--- config.mk ---
export PLATFORM = sky130hd
export DESIGN_NAME = fht_input_loader
export DESIGN_NICKNAME = d
export VERILOG_FILES = /design/src/rtl/fht_input_loader.sv
export SDC_FILE = /design/constraint.sdc
export NUM_CORES = 1
export LEC_CHECK = 0
export ABC_AREA = 0
export BUFFER_PORTS_ARGS = -buffer_cell sky130_fd_sc_hd__buf_2
export CAP_MARGIN = 10
export CELL_PAD_IN_SITES_DETAIL_PLACEMENT = 1
export CELL_PAD_IN_SITES_GLOBAL_PLACEMENT = 2
export CORE_MARGIN = 4
export CORE_UTILIZATION = 29
export CTS_BUF_LIST = sky130_fd_sc_hd__clkbuf_16
export DETAILED_ROUTE_END_ITERATION = 10
export PLACE_DENSITY_LB_ADDON = 0.1
export SLEW_MARGIN = 30
export SYNTH_ARGS = -nofsm -noshare
export SYNTH_HDL_FRONTEND = slang
export SYNTH_SLANG_ARGS = --single-unit
--- constraint.sdc ---
create_clock -name iCLK -period 2.5 [get_ports iCLK]
set_clock_uncertainty 0.05 [all_clocks]
set_input_delay 0.25 -clock iCLK [delete_from_list [all_inputs] [get_ports iCLK]]
set_output_delay 0.25 -clock iCLK [all_outputs]
set_load 0.05 [all_outputs]
--- src/rtl/fht_input_loader.sv ---
// Streams one N-sample frame into four RAM banks in bit-reversed order, then starts fht_control.
// Write latency 1 cycle; oREADY drops from the last accept until the transform reports done.
module fht_input_loader #(
  parameter int A_BIT = 8,
  parameter int D_BIT = 16
) (
  input  logic             iCLK,
  input  logic             iRESET,
  input  logic [D_BIT-1:0] iDATA,
  input  logic             iVALID,
  output logic             oREADY,
  output logic [A_BIT-1:0] oADDR_WR,
  output logic [D_BIT-1:0] oDATA,
  output logic [3:0]       oWE,
  output logic             oSTART,
  input  logic             iRDY,
  output logic             oBUSY
);

  localparam int C_BIT = A_BIT + 2;

  typedef enum logic [2:0] {
    S_LOAD,
    S_FLUSH,
    S_START,
    S_WAIT_BUSY,
    S_WAIT_DONE
  } state_t;

  state_t           state;
  logic [C_BIT-1:0] cnt;
  logic [C_BIT-1:0] rev;
  logic             accept;

  always_comb begin
    rev = '0;
    for (int i = 0; i < C_BIT; i++) begin
      rev[i] = cnt[C_BIT-1-i];
    end
  end

  // Gated by reset so the reset cycle itself never advertises ready.
  assign oREADY = (state == S_LOAD) && !iRESET;
  assign accept = iVALID && oREADY;

  always_ff @(posedge iCLK) begin
    if (iRESET) begin
      state    <= S_LOAD;
      cnt      <= '0;
      oADDR_WR <= '0;
      oDATA    <= '0;
      oWE      <= '0;
      oSTART   <= 1'b0;
      oBUSY    <= 1'b0;
    end else begin
      oWE    <= '0;
      oSTART <= 1'b0;
      case (state)
        S_LOAD: begin
          if (accept) begin
            oDATA    <= iDATA;
            oADDR_WR <= rev[C_BIT-1:2];
            oWE      <= 4'b0001 << rev[1:0];
            cnt      <= cnt + C_BIT'(1);
            if (cnt == '1) begin
              state <= S_FLUSH;
              oBUSY <= 1'b1;
            end
          end
        end
        // Last write sits on the RAM port this cycle; start follows once it has landed.
        S_FLUSH: begin
          oSTART <= 1'b1;
          state  <= S_START;
        end
        S_START: begin
          state <= S_WAIT_BUSY;
        end
        S_WAIT_BUSY: begin
          if (!iRDY) begin
            state <= S_WAIT_DONE;
          end
        end
        S_WAIT_DONE: begin
          if (iRDY) begin
            state <= S_LOAD;
            oBUSY <= 1'b0;
          end
        end
        default: begin
          state <= S_LOAD;
          oBUSY <= 1'b0;
        end
      endcase
    end
  end

endmodule

==> impl_metrics.tcl, run 1 <==
set metrics [dict create \
    met1_usage 0.1752 \
    hold_class "primary input to register" \
    dieWidth_um 84.32 \
    crit_chain "or4_4 > inv_2 > buf_2" \
    crit_fanout 17 \
    crit_arrival_ps 1780 \
    critPathCaptureType "output port" \
    gp_congestion 0.7186 \
    ys_warn_count 0 \
    dp.final_hpwl_um 3416 \
    hold_viol 0 \
    p_per_area_mw_per_mm2 765.3 \
    numPortBuffers 50 \
    setup_viol 0 \
    layout_commonest_cell "buf_2" \
    core_mm2 0.005574 \
    syn_nets 216 \
    cpLargestDelayFamily "simple AND/OR/NAND/NOR gates" \
    worst_pin_slew_ps 475.1 \
    grt-busiest-layer "met2" \
    use_met2 0.2425 \
    first_pass_iters 4 \
    drv_slew 0 \
    cap_viol_max_count 0 \
    crit_type "register to output port" \
    cts_setup_buffers 0 \
    relSlewSlack 0.6828 \
    max_freq_mhz 481.9 \
    die_h_um 84.32 \
    dieArea_mm2 0.007110 \
    cts_resized 0 \
    grt_max_degree 27 \
    fin_tns_setup_ps 0 \
    min_period_ps 2075 \
    globalRouteOverflowTotal 0 \
    finalWirelength_um 4905 \
    area_growth_pct 27.11 \
    status "completed" \
    crit_buf_inv 2 \
    synth_cells 195 \
    ys_ff_latch 43 \
    use_met3 0.04318 \
    initial_utilization 0.3030 \
    cts_hold_buffers 0 \
    cpPeakStageDelay_ps 670 \
    nets 263 \
    grtUsageTotal 0.1437 \
    netlist_area_mm2 0.001689 \
    avgRoutedWirePerCell_um 15.57 \
    cp_slowest_cell "or4_4" \
    via_count 1603 \
    htreeDepth 2 \
    dp_cells 307 \
    antenna_found_initial 0 \
    fin_crit_sh 0.8301 \
    critPathLaunchType "register" \
    tritoncts "yes" \
    nFillCells 684 \
    avgSynthCellArea_um2 8.662 \
    diodes 0 \
    drt-vias-per-instance 5.089 \
    crit_required_ps 2200 \
    cts_sinks 43 \
    cts_root_buf "clkbuf_16" \
    io_pins 51 \
    clk_pin_slew_worst_paths_ps 60 \
    grt_pass1_wl_um 8328 \
    fin_cells 315 \
    worst_ir_drop_vdd_v 0.0003396 \
    max-clock-path-buffers 2 \
    drive_gt1_frac 0.2881 \
    ys_types 34 \
    postRouteAntennaNets 0 \
    insertion_delay_ps 280 \
    seq_area_frac_synth 0.5096 \
    grt_pass1_vias 1681 \
    initialDrtViolationCount 82 \
    drc_errors 0 \
    p_total_mw 1.643 \
    timing.hold.ws_ps 120.5 \
    p_leak_nw 0.8938 \
    cts_made_buffers 5 \
    rsz0062_at_grt "false" \
    rows 27 \
    final_cell_mix "50 x buf_2, 43 x dfxtp_1, 29 x nand3_1" \
]
synth_stat cells:
library cell / number / area share
mux2_2: 4 / 0.027
nand2_1: 24 / 0.053
nor2_1: 8 / 0.018
ha_1: 1 / 0.0074
o21ai_0: 26 / 0.077
o311ai_0: 1 / 0.0052
nand3_1: 29 / 0.086
dfxtp_1: 43 / 0.51
a2111oi_0: 1 / 0.0052
o31ai_1: 3 / 0.013
nor4b_1: 1 / 0.0052
buf_6: 2 / 0.013
nor2b_1: 5 / 0.019
clkbuf_1: 7 / 0.016
nor3_1: 3 / 0.0089
or4_4: 1 / 0.0067
a21oi_1: 6 / 0.018
clkbuf_2: 2 / 0.0059
a311oi_1: 1 / 0.0052
or4_1: 2 / 0.0089
o41ai_1: 1 / 0.0052
and3b_2: 1 / 0.0059
or2b_1: 1 / 0.0044
buf_2: 2 / 0.0059
and3_1: 1 / 0.0037
a211oi_1: 1 / 0.0044
nor3b_1: 1 / 0.0044
a31o_2: 2 / 0.010
inv_2: 2 / 0.0044
nand2b_1: 1 / 0.0037
nand4_1: 3 / 0.011
or3_1: 2 / 0.0074
nor4_1: 4 / 0.015
inv_1: 3 / 0.0067
metrics by stage:
stage               cell area (µm²)  worst slack (ps)    util
finish                         2147             424.8  0.3852
global route                   2147             328.2  0.3852
CTS                            2147             412.8  0.3852
detailed placement             1983             539.5  0.3558
global placement               1983             605.7  0.3558
floorplan                      1689             710.6       -
sequential cells by signal (all words and copies together) (netlist names):
| name | flops |
|---|---|
| oBUSY | 1 |
| state | 3 |
| cnt | 10 |
| oDATA | 16 |
| oSTART | 1 |
| oWE | 4 |
| oADDR_WR | 8 |
final timing paths:
check	endpoint	slack, ps	from	cells after the start
max	oREADY	420	state[0]	3
min	state[2]	120	iRDY	2
max reg2reg	cnt[8]	590	state[0]	3
min reg2reg	oADDR_WR[1]	410	oADDR_WR[1]	2
metal layers:
layer  wire length [µm]  vias to the layer above  part of all wire
met3                243                        4             0.050
met4                 38                        0            0.0077
met1               2190                      781              0.45
li1                   -                      786                 -
met2               2432                       32              0.50
met5                  0                        -                 0
kinds of logic after synthesis:
group           Yosys count  synth area share
compound gates           42            0.1437
simple gates             87            0.2607
flops                    43            0.5096
fa+ha+maj                 1          0.007406
buf+inv                  18           0.05186
mux                       4           0.02666
report_power, final:
group | internal, mW | switching, mW
registers | 0.711 | 0.0142
clock network | 0.466 | 0.256
logic | 0.0445 | 0.151
final cells by class:
type | count | area, µm² | area share
multi-input cells | 134 | 740.7 | 0.3450
clock buffers | 5 | 125.1 | 0.05828
repair buffers | 53 | 272.8 | 0.1270
well taps | 72 | 90.09 | 0.04196
flip-flops and latches | 43 | 860.8 | 0.4009
inverters | 5 | 18.77 | 0.008741
clock inverters | 3 | 38.79 | 0.01807
Note: power is estimated with default switching activity, not from simulation.
==> run 2: changes to the inputs <==
Clock period 2.5 ns to 2.1 ns, I/O delays scaled along.
==> run 2 against run 1 <==
Total power increased by 12%. Setup slack got worse by 330 ps. Non-clock buffer count is 1 higher. Register-to-register slack worse by 410 ps. Largest cell class unchanged.
==> impl_metrics.tcl, run 2 (synthesized netlist as in run 1, its figures left out) <==
set metrics [dict create \
    status "completed" \
    dieWidth_um 84.32 \
    dieArea_mm2 0.007110 \
    io_pins 51 \
    p_switching_uw 500.3 \
    via_count 1593 \
    cpPeakStageDelay_ps 660 \
    die_h_um 84.32 \
    p_int_mw 1.333 \
    cp_slowest_cell "or4_4" \
    nets 264 \
    drt-vias-per-instance 5.041 \
    numPortBuffers 50 \
    rsz0062_at_grt "false" \
    comb_power_share 0.130 \
    core_mm2 0.005574 \
    worst_pin_slew_ps 463.7 \
    drive_gt1_frac 0.2828 \
    crit_arrival_ps 1740 \
    rows 27 \
    max_freq_mhz 499.6 \
    drv_slew 0 \
    finalWirelength_um 4791 \
    pre_cts_ws_ps 185.9 \
    postRouteAntennaNets 0 \
    cts_root_buf "clkbuf_16" \
    setup_slack_ps 98.23 \
    dp.final_hpwl_um 3363 \
    grtUsageTotal 0.1372 \
    largest_register_ffs 16 \
    fin_tns_setup_ps 0 \
    pwr-share-clk 0.400 \
    grt_max_degree 29 \
    crit_fanout 17 \
    min_period_ps 2002 \
    area_growth_pct 26.96 \
    layout_commonest_cell "buf_2" \
    seq_power_share 0.471 \
    p_sw_frac 0.2730 \
    drc_errors 0 \
    critPathLaunchType "register" \
    crit_required_ps 1840 \
    p_per_area_mw_per_mm2 854.7 \
    final_cell_mix "49 x buf_2, 43 x dfxtp_1, 29 x nand3_1" \
    max-clock-path-buffers 2 \
    antenna_found_initial 0 \
    cts_made_buffers 5 \
    nFillCells 696 \
    hold_viol 0 \
    gp_congestion 0.7561 \
    tritoncts "yes" \
    hold_class "primary input to register" \
    globalRouteOverflowTotal 0 \
    initialDrtViolationCount 48 \
    cts_sinks 43 \
    p_leak_nw 0.8922 \
    fin_crit_sh 0.9532 \
    critPathCaptureType "output port" \
    insertion_delay_ps 280 \
    reg_top3 "oDATA: 16 flops, cnt: 10 flops, oADDR_WR: 8 flops" \
    setup_viol 0 \
    grt_pass1_wl_um 7776 \
    avgRoutedWirePerCell_um 15.16 \
    diodes 0 \
    grt_pass1_vias 1654 \
    cts_setup_buffers 0 \
    crit_type "register to output port" \
    worst_ir_drop_vdd_v 0.0002885 \
    relSlewSlack 0.6904 \
    htreeDepth 2 \
    clk_pin_slew_worst_paths_ps 60 \
    crit_chain "or4_4 > inv_4 > buf_4" \
    first_pass_iters 4 \
    cap_viol_max_count 0 \
    largest-register "oDATA" \
    initial_utilization 0.3030 \
]
==> run 2: changes by cell type in the layout (fill, tap and decap cells not counted), sizes merged <==
cell | previous run | this run
buf | 53 | 54
bufinv | 1 | 0
inv | 5 | 6
==> run 2: through the flow <==
| stage | hold WS, ps | instance area, µm² | cells | total power [mW] | utilization |
|---|---|---|---|---|---|
| 4_1_cts | 76.71 | 2145 | 316 | 1.859 | 0.3847 |
| 6_report | 85.23 | 2145 | 316 | 1.833 | 0.3847 |
| 3_3_place_gp | 364.2 | 2003 | 308 | 1.112 | 0.3594 |
| 3_5_place_dp | 377.9 | 2003 | 308 | 1.121 | 0.3594 |
| 2_1_floorplan | 236.8 | 1689 | 195 | 1.047 | - |
| 5_1_grt | 83.64 | 2145 | 316 | 1.910 | 0.3847 |
==> run 2: cell type report <==
class / count / area [µm²] / share of cell area
flip-flops and latches: 43 / 860.8 / 0.4014
inverters: 5 / 21.27 / 0.009918
clock buffers: 5 / 125.1 / 0.05834
multi-input cells: 134 / 740.7 / 0.3454
repair buffers: 54 / 295.3 / 0.1377
well taps: 72 / 90.09 / 0.04201
clock inverters: 3 / 11.26 / 0.005251
==> run 2: power by group through the flow <==
stage	registers, mW	clock network [mW]	logic, mW
floorplan	0.975	0	0.0721
global placement	0.879	0	0.233
detailed placement	0.881	0	0.240
CTS	0.863	0.754	0.242
global route	0.866	0.789	0.255
finish	0.863	0.733	0.238
==> run 2: critical path, delay by kind of cell, from the launching register on <==
kind                   cells  cell delay, ps
flip-flops                 1             370
buffers and inverters      2             430
AND/OR/NAND/NOR            1             660
==> run 2: final timing paths <==
| kind | cells past startpoint | from | slack, ps | end |
|---|---|---|---|---|
| max reg2reg | 3 | state[1] | 180 | cnt[7] |
| min | 2 | iRDY | 90 | state[2] |
| max | 3 | state[1] | 100 | oREADY |
| min reg2reg | 2 | oDATA[10] | 400 | oDATA[10] |
==> run 2: timing repair <==
action                                 CTS  global route
endpoints found under the hold margin    0             0
hold buffers                             0             0
setup endpoints to repair                1             0
gates resized for setup                  2             0
==> run 2: layer usage <==
| metal | track usage | up-vias | share of wire |
|---|---|---|---|
| li1 | - | 788 | - |
| met1 | 0.1518 | 762 | 0.42 |
| met2 | 0.2468 | 37 | 0.51 |
| met3 | 0.03827 | 6 | 0.048 |
| met4 | 0.05409 | 0 | 0.017 |
| met5 | 0 | - | 0 |
==> run 3: changes to the inputs <==
Settings changed: PLACE_DENSITY set to 0.86, PLACE_DENSITY_LB_ADDON 0.1 to unset.
==> run 3 against run 2 <==
First-iteration DRC count grew 79%. Setup slack got worse by 13 ps. Count of clock-buffer cells in the layout stayed put. Die area did not move. Non-clock buffer count did not move. Register-to-register slack is essentially flat. Cell count is 0.32% lower. Total power up 6.2%. Clock power grew 16%. Core utilization grew 0.18 points. Critical endpoint unchanged. Highest routed layer unchanged.
==> impl_metrics.tcl, run 3 (synthesized netlist as in run 1, its figures left out) <==
set metrics [dict create \
    die_h_um 84.32 \
    worst_ir_drop_vdd_v 0.0004465 \
    ff2ff_setup_slack_ps 180 \
    dp.final_hpwl_um 3136 \
    cts_sinks 43 \
    crit_required_ps 1840 \
    grtUsageTotal 0.1392 \
    p_leak_nw 0.8995 \
    max_freq_mhz 496.3 \
    rows 27 \
    antenna_found_initial 0 \
    io_pins 51 \
    final_cell_mix "49 x buf_2, 43 x dfxtp_1, 29 x nand3_1" \
    reg_top3 "oDATA: 16 flops, cnt: 10 flops, oADDR_WR: 8 flops" \
    drive_gt1_frac 0.2881 \
    insertion_delay_ps 280 \
    tritoncts "yes" \
    grt_max_degree 26 \
    drt-vias-per-instance 5.000 \
    fin_crit_sh 0.9595 \
    final_area_mm2 0.002155 \
    dieWidth_um 84.32 \
    numPortBuffers 50 \
    crit_fanout 17 \
    initialDrtViolationCount 86 \
    first_pass_iters 4 \
    cts_setup_buffers 0 \
    rsz0062_at_grt "false" \
    worstReg2RegStart "state[0]" \
    clk_pin_slew_worst_paths_ps 60 \
    cts_made_buffers 5 \
    gp_congestion 0.6926 \
    setup_slack_ps 85.01 \
    p_total_mw 1.947 \
    grt_pass1_wl_um 8031 \
    fin_cells 315 \
    nets 264 \
    drv_slew 0 \
    timing.hold.ws_ps 79.53 \
    pre_cts_ws_ps 208.7 \
    final_core_util 0.3865 \
    largest_register_ffs 16 \
    crit_arrival_ps 1750 \
    htreeDepth 2 \
    grt_pass1_vias 1671 \
    dp_cells 308 \
    max-clock-path-buffers 2 \
    status "completed" \
    worst_r2r_path_depth 3 \
    crit_type "register to output port" \
    p_per_area_mw_per_mm2 903.6 \
    rr_endpoint "cnt[7]" \
    hold_path_end "state[2]" \
    min_period_ps 2015 \
    initial_utilization 0.3030 \
    cap_viol_max_count 0 \
    layout_commonest_cell "buf_2" \
    min_path_cells 2 \
    diodes 0 \
    drc_errors 0 \
    core_mm2 0.005574 \
    setup_viol 0 \
    hold_viol 0 \
    finalWirelength_um 4683 \
    cts_root_buf "clkbuf_16" \
    hold_class "primary input to register" \
    min_from "iRDY" \
    multi_input_area_um2 740.7 \
    worst_pin_slew_ps 477.4 \
    avgRoutedWirePerCell_um 14.87 \
    seq_area_um2 860.8 \
    globalRouteOverflowTotal 0 \
    postRouteAntennaNets 0 \
    via_count 1575 \
    dpl-instance-area_mm2 0.001991 \
    relSlewSlack 0.6813 \
    nFillCells 696 \
    area_growth_pct 27.56 \
    largest-register "oDATA" \
    fin_tns_setup_ps 0 \
    critPathLaunchType "register" \
    critPathCaptureType "output port" \
    dieArea_mm2 0.007110 \
]
[run 3: cell count changes in the layout (fill, tap and decap cells not counted), sizes merged]
| cell | previous run | this run |
|---|---|---|
| bufinv | 0 | 1 |
| clkinv | 2 | 0 |
[run 3: layout make-up]
cell class,count,area share
Clock buffer,5,0.05807
Clock inverter,2,0.01568
Inverter,5,0.009872
Multi-Input combinational cell,134,0.3438
Sequential cell,43,0.3995
Tap cell,72,0.04181
Timing Repair Buffer,54,0.1312
[run 3: worst max-delay path, stage by stage, from the launching register on]
cell,delay [ps]
dfxtp_1,360
or4_4,680
inv_4,200
buf_4,230
[run 3: where the power goes]
part           switching (mW)  internal, mW  leakage (nW)
sequential             0.0168         0.847         0.350
clock                   0.301         0.550        0.0811
combinational           0.178        0.0550         0.468
[run 3: how the worst max path moves through the flow]
stage,from,to,cells after the start
after floorplan,state[0],cnt[7],4
after global placement,state[1],cnt[8],3
after detailed placement,state[0],cnt[7],3
after CTS,state[0],oREADY,3
after global routing,state[1],oREADY,3
final,state[0],oREADY,3
[run 3: repair_timing]
item	in CTS	in global routing
resized for setup	2	0
hold endpoints to repair	0	0
hold buffers	0	0
setup endpoints to repair	1	0
[run 3: layer usage]
metal | GRT usage | vias to the layer above | routed length [µm]
li1 | - | 789 | -
met1 | 0.1686 | 750 | 2161
met2 | 0.2317 | 30 | 2253
met3 | 0.04514 | 6 | 217
met4 | 0.04825 | 0 | 51
met5 | 0 | - | 0
